==> config.mk <==
export PLATFORM = sky130hd
export DESIGN_NAME = bus_arbiter
export DESIGN_NICKNAME = d
export VERILOG_FILES = /design/src/rtl/bus_pkg.sv /design/src/rtl/rr_pick2.sv /design/src/rtl/bus_arbiter.sv
export SDC_FILE = /design/constraint.sdc
export NUM_CORES = 1
export LEC_CHECK = 0
export CAP_MARGIN = 40
export CORE_AREA = 2 2 54 56
export CTS_CLUSTER_SIZE = 16
export DETAILED_ROUTE_END_ITERATION = 6
export DIE_AREA = 0 0 56 58
export GPL_ROUTABILITY_DRIVEN = 0
export PLACE_DENSITY = 0.73
export SLEW_MARGIN = 10
export SYNTH_ARGS = -nofsm -noshare
export SYNTH_HDL_FRONTEND = slang
export SYNTH_SLANG_ARGS = --single-unit
==> constraint.sdc <==
create_clock -name clock -period 4.2 [get_ports clock]
set_input_delay 0.42 -clock clock [delete_from_list [all_inputs] [get_ports clock]]
set_output_delay 0.42 -clock clock [all_outputs]
set_load 0.02 [all_outputs]
==> src/rtl/bus_pkg.sv <==
// bus_pkg: shared state encoding and sizing constants for the serial bus arbiter
package bus_pkg;
  localparam int SEL_W = 2;
  localparam int NUM_MASTERS = 2;
  localparam int TIMEOUT = 16;
  typedef enum logic [2:0] {
    IDLE,
    GRANT,
    ADDR,
    SLAVE_WAIT,
    CONNECT
  } state_t;
endpackage

==> src/rtl/rr_pick2.sv <==
// rr_pick2: two-requester round-robin picker; on a tie the requester that was not last wins
module rr_pick2 (
  input  logic [1:0] req,
  input  logic       last,
  output logic [1:0] pick
);
  assign pick[0] = req[0] & (~req[1] | last);
  assign pick[1] = req[1] & (~req[0] | ~last);
endmodule

==> src/rtl/bus_arbiter.sv <==
// bus_arbiter: two-master round-robin serial bus arbiter with slave-select decode and wait timeout
module bus_arbiter #(
  parameter int NUM_SLAVES = 3,
  parameter int TIMEOUT = bus_pkg::TIMEOUT
) (
  input  logic                  clock,
  input  logic                  reset,
  input  logic [1:0]            bus_req_m,
  input  logic [1:0]            addr_tx_m,
  input  logic [1:0]            data_tx_m,
  input  logic [1:0]            valid_s_m,
  input  logic [1:0]            write_en_m,
  output logic [1:0]            bus_ready_m,
  output logic [1:0]            data_rx_m,
  output logic [1:0]            slave_valid_m,
  output logic                  addr_s,
  output logic                  data_s,
  output logic                  write_en_s,
  output logic [NUM_SLAVES-1:0] valid_s,
  input  logic [NUM_SLAVES-1:0] slave_ready,
  input  logic [NUM_SLAVES-1:0] slave_valid,
  input  logic [NUM_SLAVES-1:0] data_rx_s,
  output logic [1:0]            grant,
  output logic                  timeout_err
);
  import bus_pkg::*;
  localparam int CW = TIMEOUT > 1 ? $clog2(TIMEOUT) : 1;
  localparam int BW = SEL_W > 1 ? $clog2(SEL_W) : 1;
  state_t state;
  logic [SEL_W-1:0] sel;
  logic [BW-1:0] bit_cnt;
  logic [CW-1:0] wait_cnt;
  logic last_grant;
  logic [1:0] pick;
  logic [NUM_SLAVES-1:0] sel_oh;
  logic own, conn, ready_sel;

  rr_pick2 u_pick (
    .req(bus_req_m),
    .last(last_grant),
    .pick(pick)
  );

  // Out-of-range selects decode to an all-zero one-hot, so they can never look ready
  for (genvar i = 0; i < NUM_SLAVES; i++) begin : g_sel
    assign sel_oh[i] = sel == SEL_W'(i);
  end

  assign own = grant[1];
  assign conn = state == CONNECT;
  assign ready_sel = |(slave_ready & sel_oh);
  assign addr_s = conn & addr_tx_m[own];
  assign data_s = conn & data_tx_m[own];
  assign write_en_s = conn & write_en_m[own];
  assign valid_s = (conn & valid_s_m[own]) ? sel_oh : '0;
  assign data_rx_m = (conn & |(data_rx_s & sel_oh)) ? grant : 2'b00;
  assign slave_valid_m = (conn & |(slave_valid & sel_oh)) ? grant : 2'b00;

  always_ff @(posedge clock or posedge reset) begin
    if (reset) begin
      state <= IDLE;
      grant <= '0;
      bus_ready_m <= '0;
      timeout_err <= 1'b0;
      sel <= '0;
      bit_cnt <= '0;
      wait_cnt <= '0;
      last_grant <= 1'b1;
    end else begin
      timeout_err <= 1'b0;
      case (state)
        IDLE: if (|bus_req_m) begin
          grant <= pick;
          bus_ready_m <= pick;
          state <= GRANT;
        end
        GRANT: if (!bus_req_m[own]) begin
          grant <= '0;
          bus_ready_m <= '0;
          state <= IDLE;
        end else if (valid_s_m[own]) begin
          bus_ready_m <= '0;
          bit_cnt <= '0;
          state <= ADDR;
        end
        ADDR: if (valid_s_m[own]) begin
          sel <= {sel[SEL_W-2:0], addr_tx_m[own]};
          bit_cnt <= bit_cnt + 1'b1;
          if (bit_cnt == BW'(SEL_W-1)) begin
            wait_cnt <= '0;
            state <= SLAVE_WAIT;
          end
        end
        SLAVE_WAIT: if (ready_sel) begin
          bus_ready_m <= grant;
          state <= CONNECT;
        end else if (wait_cnt == CW'(TIMEOUT-1)) begin
          timeout_err <= 1'b1;
          last_grant <= own;
          grant <= '0;
          state <= IDLE;
        end else begin
          wait_cnt <= &wait_cnt ? wait_cnt : wait_cnt + 1'b1;
        end
        CONNECT: if (!bus_req_m[own]) begin
          last_grant <= own;
          grant <= '0;
          bus_ready_m <= '0;
          state <= IDLE;
        end
        default: state <= IDLE;
      endcase
    end
  end
endmodule

==> impl_results.md, run 1 <==
* Count of unique library cells instantiated by Yosys at between 40 and 50
* Core ar. at approximately 2700 um2
* Register-to-register path setup slack at roughly 2.2 ns
* Capture instance of the worst register-to-register path: bus_ready_m[1]
* Post-synthesis instance area at 1097 um2
* Top library cells by usage in the layout, fill and taps aside: clkdlybuf4s50_1, dfrtp_1, nand2_1, o21ai_0
* Final total negative setup slack at 0 ns
* Standard-cell rows at 19
* Number of clock buffers inserted by TritonCTS at 3
* Final worst path period share at around two thirds
* Post-synthesis adder-cell area fraction at about 1.1%
* Status: complete, no violations
* Clock latency of the later-clocked register in the worst-skew pair at roughly 0.3 ns
* Compound-gate portion of the synthesized area at about a fifth
* Number of warnings reported in the yosys synthesis log at 0
* Effective utilization at floorplan at between 40% and 50%
* Resized Gates After CTS at 0
* Critical Path End Type: output port
* Final ANT Viol Nets at 0
* Simple-gate share of the synthesized area at between 20 and 25%
* Post-placement worst setup slack at 1.651 ns
* Share of post-route cells with drive strength above 1 at around a tenth
* Post-synth EDFFs at 0
* Die width at between 50 and 60 um
* Nets in the synthesized netlist at 142
* Most common cell after layout, fill and taps aside: clkdlybuf4s50_1
* GRT Overall Usage at between 10% and 20%
* Buffers from clock root to sink, at most at 2
* Unrepaired setup endpoints after global routing: no
* Final Hold Vio Count at 0
* LEAKAGE at between 0.6 and 0.7 nW
* Pins over their slew limit at 0
* Area share of xor/xnor cells in the synthesized design at 0%
* Vias post-DR at slightly above 1000
* Transition time of the tightest slew-check pin at about 0.62 ns
* TritonRoute pass-1 iters at 4
* Sum of net half-perimeters after detailed placement at 1.990 mm
* Maximum fanout count along the critical path at 15
* Drt first-iter violations at 15
* Avg Synthesized Cell Area at 9.144 um2
* Worst EP arrival at 2.43 ns
* Clock share of power at 13.2%
* Via density per instance at approximately 5.5
* Launch point of the worst path: state[1]
* TritonCTS clock tree: built
* Full die area at approximately 3200 um2
* Proportion of synthesized area in mux cells at 13.68%
* Power per cell area at around 540 nW/um2
* Max-cap violations at 0
* Total DRC errors in the routed layout at 0
* Worst Slack Setup Final at 1.345 ns
* Top FF cell, synth: dfrtp_1
* Headroom to the max-slew limit at between 50 and 60%
* Min-delay worst type: primary input to asynchronous set/reset pin
* Cell Count Post-Placement at approximately 180
* Finished Cell Area at about 1500 um2
* Nets at ~180
* Part of the power in registers at around two fifths
* Mapped Cells at 120
* Clock period minus final worst setup slack at roughly 2.9 ns
* DR WL/cell at 14.24 um
* Switching portion of total power at between 40% and 50%
* Reg2Reg Depth at 4
* Max Freq at around 350 MHz
* Final setup violation count at 0
* Vertical die dimension at 58 um
* Top-level port count at 36
* Worst Path Class, Setup: flop to output port
* Cell taking the most area after synthesis: dfrtp_1
* Yosys top cell area share at 34.21%
* Cell Int Power at approximately 0.46 mW
* Reg-to-reg startpoint: grant[1]
* Largest net degree at the start of global routing at 17
* CTS Sinks at 16
* Reported net switching power at between 0.3 and 0.4 mW
* Share of the yosys chip area belonging to registers at between 30% and 40%
* Max VDD drop at between 0.3 and 0.4 mV
* Layout overhead on the synthesized area at 36.49%
* Gate power share at 48.0%
* Final wirelength at around 2.6 mm
* Combinational family with the most area after synthesis: simple AND/OR/NAND/NOR gates
* Initial antenna violation count at 0
* FFs w/ async S/R, synth at 100.0%
* Via count of the first global-routing pass at around 1000
* Final core utilization at 56.25%
* Post-CTS Hold Fix Bufs at 0
* Kind of start point of the critical path: flop
* Post-detailed-placement cell area at ~1500 um2
* Diodes inserted at 0
* CP required at around 3.8 ns
* Final setup skew at about 0.0011 ns
* Total gr overflow at 0
* Cell types with the largest area share after synthesis: dfrtp_1, mux2i_1, mux2_1
* CP endpoint: valid_s[1]
* Post-synthesis sequential element count at 16
* First-pass GRT wire length at roughly 4.4 mm
* CTS H-tree depth at 1
* Final non-filler cell total at ~190
* CTS root buffer: clkbuf_4
* Clock-pin slew on the worst setup and hold paths at ~0.1 ns
* Post-CTS setup buffer count at 0
* # port buffers at 35
==> power by group through the flow <==
stage / Sequential, mW / Combinational [mW] / Clock [mW]
floorplan: 0.278 / 0.312 / 0
global placement: 0.311 / 0.377 / 0
detailed placement: 0.317 / 0.389 / 0
CTS: 0.314 / 0.390 / 0.109
global route: 0.328 / 0.428 / 0.119
finish: 0.314 / 0.389 / 0.107
==> final cells by class <==
class / count / area [um2]
multi-input cells: 93 / 648.1
well taps: 31 / 38.79
fillers: 236 / 1165
inverters: 6 / 22.52
repair buffers: 35 / 350.3
clock buffers: 4 / 36.28
flip-flops and latches: 16 / 401.6
==> through the flow <==
step / hold WS, ns / power [mW]
2_1_floorplan: 0.3330 / 0.5907
3_3_place_gp: 0.4751 / 0.6879
3_5_place_dp: 0.5057 / 0.7057
4_1_cts: 0.5066 / 0.8125
5_1_grt: 0.5402 / 0.8748
6_report: 0.4853 / 0.8096
==> synth_stat cells (all sizes together), types with 3 or more instances <==
library cell	count
dfrtp	15
nand2	11
o21ai	8
mux2i	7
inv	6
mux2	6
nand3	6
nor2	6
a21oi	5
nor3	5
and2	4
buf	3
or2	3
==> metal layers <==
layer | share of wire (%) | up-vias | GRT usage, %
met5 | 0 | - | 0
met4 | 1.8 | 0 | 9.864
met3 | 5.2 | 4 | 3.348
met2 | 49 | 30 | 31.26
met1 | 44 | 476 | 20.14
li1 | - | 513 | -
==> sequential cells by signal, summed over array words and instances (netlist names) <==
register     cells
sel              2
wait_cnt         4
bit_cnt          1
bus_ready_m      2
last_grant       1
state            3
grant            2
timeout_err      1
==> worst min-delay path by stage <==
stage / cells after the start / slack, ns / start / end
4_1_cts: 2 / 0.51 / reset / state[1]
2_1_floorplan: 1 / 0.33 / reset / bit_cnt
3_3_place_gp: 1 / 0.48 / bus_ready_m[1] / bus_ready_m[1]
3_5_place_dp: 1 / 0.51 / bus_ready_m[1] / bus_ready_m[1]
5_1_grt: 1 / 0.54 / bus_ready_m[1] / bus_ready_m[1]
6_report: 2 / 0.49 / reset / timeout_err
==> cell families (layout without fill, tap and decap cells) <==
kind of cell,Yosys count,after routing
buf+inv,11,45
mux,13,13
fa+ha+maj,1,1
compound gates,29,29
flops,16,16
simple gates,50,50
==> worst max-delay path: stages (launching register included) <==
cell and delay (ns):
dfrtp_1 0.54, or3b_4 0.54, nand2b_1 0.22, nor3b_1 0.20, clkdlybuf4s50_1 0.64
No activity file was read; power rests on OpenSTA's default activity.
==> run 2: changes to the inputs <==
clock period = 2.7 ns   (was 4.2 ns; I/O delays follow)
==> run 2 against run 1 <==
- design area grew 0.50%
- global-route usage shrank 0.20 points
- first-iteration DRC count grew 110%
- utilization grew 0.28 points
- wire length shrank 1.1%
- power grew 55%
- register-to-register slack lost 1.5 ns
- via count grew 0.88%
- critical path type unchanged
- critical endpoint is now valid_s[2]
- largest cell class unchanged
- highest routed layer unchanged
==> impl_results.md, run 2 (synthesis results as in run 1) <==
* Worst Path Class, Setup: flop to output port
* Regs by FF count: wait_cnt: 4 flops, state: 3 flops
* Max VDD drop at slightly below 0.5 mV
* Max FFs per register at 4
* # port buffers at 35
* Buffers from clock root to sink, at most at 2
* TritonRoute pass-1 iters at 4
* Final Hold Vio Count at 0
* CTS H-tree depth at 1
* Most common cell after layout, fill and taps aside: clkdlybuf4s50_1
* Max-cap violations at 0
* Die width at between 50 and 60 um
* Final wirelength at roughly 2.6 mm
* Via count of the first global-routing pass at 999
* Via density per instance at about 5.5
* Final worst path period share at between 90% and 100%
* Unrepaired setup endpoints after global routing: no
* Share of post-route cells with drive strength above 1 at 10.97%
* Post-CTS Hold Fix Bufs at 0
* Drt first-iter violations at 31
* Reported net switching power at about 0.53 mW
* Nets at 178
* Max Freq at between 300 and 400 MHz
* Cell Count Post-Placement at 182
* Worst EP arrival at 2.30 ns
* Power per cell area at 835.9 nW/um2
* Resized Gates After CTS at 0
* Total gr overflow at 0
* Transition time of the tightest slew-check pin at 0.6213 ns
* CTS Sinks at 16
* Pins over their slew limit at 0
* Diodes inserted at 0
* Kind of start point of the critical path: flop
* Final non-filler cell total at ~190
* Top-level port count at 36
* Top library cells by usage in the layout, fill and taps aside: clkdlybuf4s50_1, dfrtp_1, nand2_1, o21ai_0
* TritonCTS clock tree: built
* Part of the power in registers at between 30 and 40%
* Vias post-DR at 1032
* Effective utilization at floorplan at roughly two fifths
* Register containing the most flip-flops in the final layout: wait_cnt
* Full die area at between 3000 and 4000 um2
* Initial antenna violation count at 0
* Maximum fanout count along the critical path at 12
* CP required at 2.43 ns
* Clock period minus final worst setup slack at approximately 2.6 ns
* Clock share of power at 12.7%
* CTS root buffer: clkbuf_4
* Min-delay worst type: primary input to asynchronous set/reset pin
* DR WL/cell at roughly 14 um
* Vertical die dimension at 58 um
* Status: complete, no violations
* Sum of net half-perimeters after detailed placement at 1.990 mm
* Final total negative setup slack at 0 ns
* Standard-cell rows at 19
* Core ar. at roughly 2700 um2
* Fill cells at about 260
* Final setup skew at ~0.011 ns
* Gate power share at between 50% and 60%
* Headroom to the max-slew limit at about three fifths
* Final setup violation count at 0
* LEAKAGE at slightly above 0.6 nW
* Number of clock buffers inserted by TritonCTS at 3
* Clock latency of the later-clocked register in the worst-skew pair at 0.30 ns
* Cell Int Power at 0.7319 mW
* Layout overhead on the synthesized area at 37.17%
* Clock-pin slew on the worst setup and hold paths at roughly 0.10 ns
* GRT Overall Usage at between 15 and 20%
* First-pass GRT wire length at 4.367 mm
* Post-CTS setup buffer count at 0
* Largest net degree at the start of global routing at 17
* Total DRC errors in the routed layout at 0
* Critical Path End Type: output port
* Switching portion of total power at 41.83%
* Final ANT Viol Nets at 0
run 2: cell types whose count changed in the layout (fill, tap and decap cells not counted), sizes merged:
cell  delta
buf      +1
run 2: final timing paths:
path | start | end | slack, ns | cells past startpoint
max | state[2] | valid_s[2] | 0.13 | 4
min | reset | timeout_err | 0.34 | 2
max reg2reg | grant[1] | bus_ready_m[1] | 0.78 | 4
min reg2reg | bus_ready_m[0] | bus_ready_m[0] | 0.50 | 1
max in group asynchronous | reset | state[0] | 1.95 | 2
min in group clock | bus_ready_m[0] | bus_ready_m[0] | 0.50 | 1
run 2: critical path, stage by stage, from the launching register on:
cell	delay, ns
dfrtp_1	0.45
or3b_4	0.49
nand2b_1	0.22
nor3b_1	0.20
clkdlybuf4s50_1	0.64
run 2: power by group through the flow:
stage          Sequential [mW]  Combinational (mW)  Clock (mW)
2_1_floorplan            0.433               0.486           0
3_3_place_gp             0.461               0.624           0
3_5_place_dp             0.468               0.635           0
4_1_cts                  0.463               0.637       0.169
5_1_grt                  0.484               0.694       0.179
6_report                 0.464               0.635       0.160
run 2: layer usage:
| metal | part of all wire, % | vias to the layer above | wire (um) | GRT usage, % |
|---|---|---|---|---|
| li1 | - | 514 | - | - |
| met1 | 43 | 470 | 1130 | 19.83 |
| met2 | 47 | 39 | 1226 | 29.41 |
| met3 | 5.5 | 9 | 143 | 4.018 |
| met4 | 4.0 | 0 | 104 | 11.90 |
| met5 | 0 | - | 0 | 0 |
run 2: final cells by class:
cell class / instances / area [um2] / area share, %
clock buffer: 4 / 36.28 / 2.411
inverter: 6 / 22.52 / 1.496
multi-input combinational: 93 / 648.1 / 43.06
sequential: 16 / 401.6 / 26.68
tap: 31 / 38.79 / 2.577
timing repair buffer: 36 / 357.8 / 23.77
run 2: per-stage QoR:
| stage | power, mW | util (%) | setup WS (ns) | area, um2 | hold slack, ns |
|---|---|---|---|---|---|
| final | 1.258 | 56.53 | 0.1307 | 1505 | 0.3421 |
| after detailed placement | 1.103 | 55.17 | 0.4441 | 1469 | 0.4886 |
| after global routing | 1.357 | 56.53 | 0.006552 | 1505 | 0.3857 |
| after CTS | 1.269 | 56.53 | 0.1139 | 1505 | 0.3585 |
| after floorplan | 0.9189 | - | 0.7279 | 1097 | 0.1830 |
| after global placement | 1.085 | 55.17 | 0.4637 | 1469 | 0.4761 |
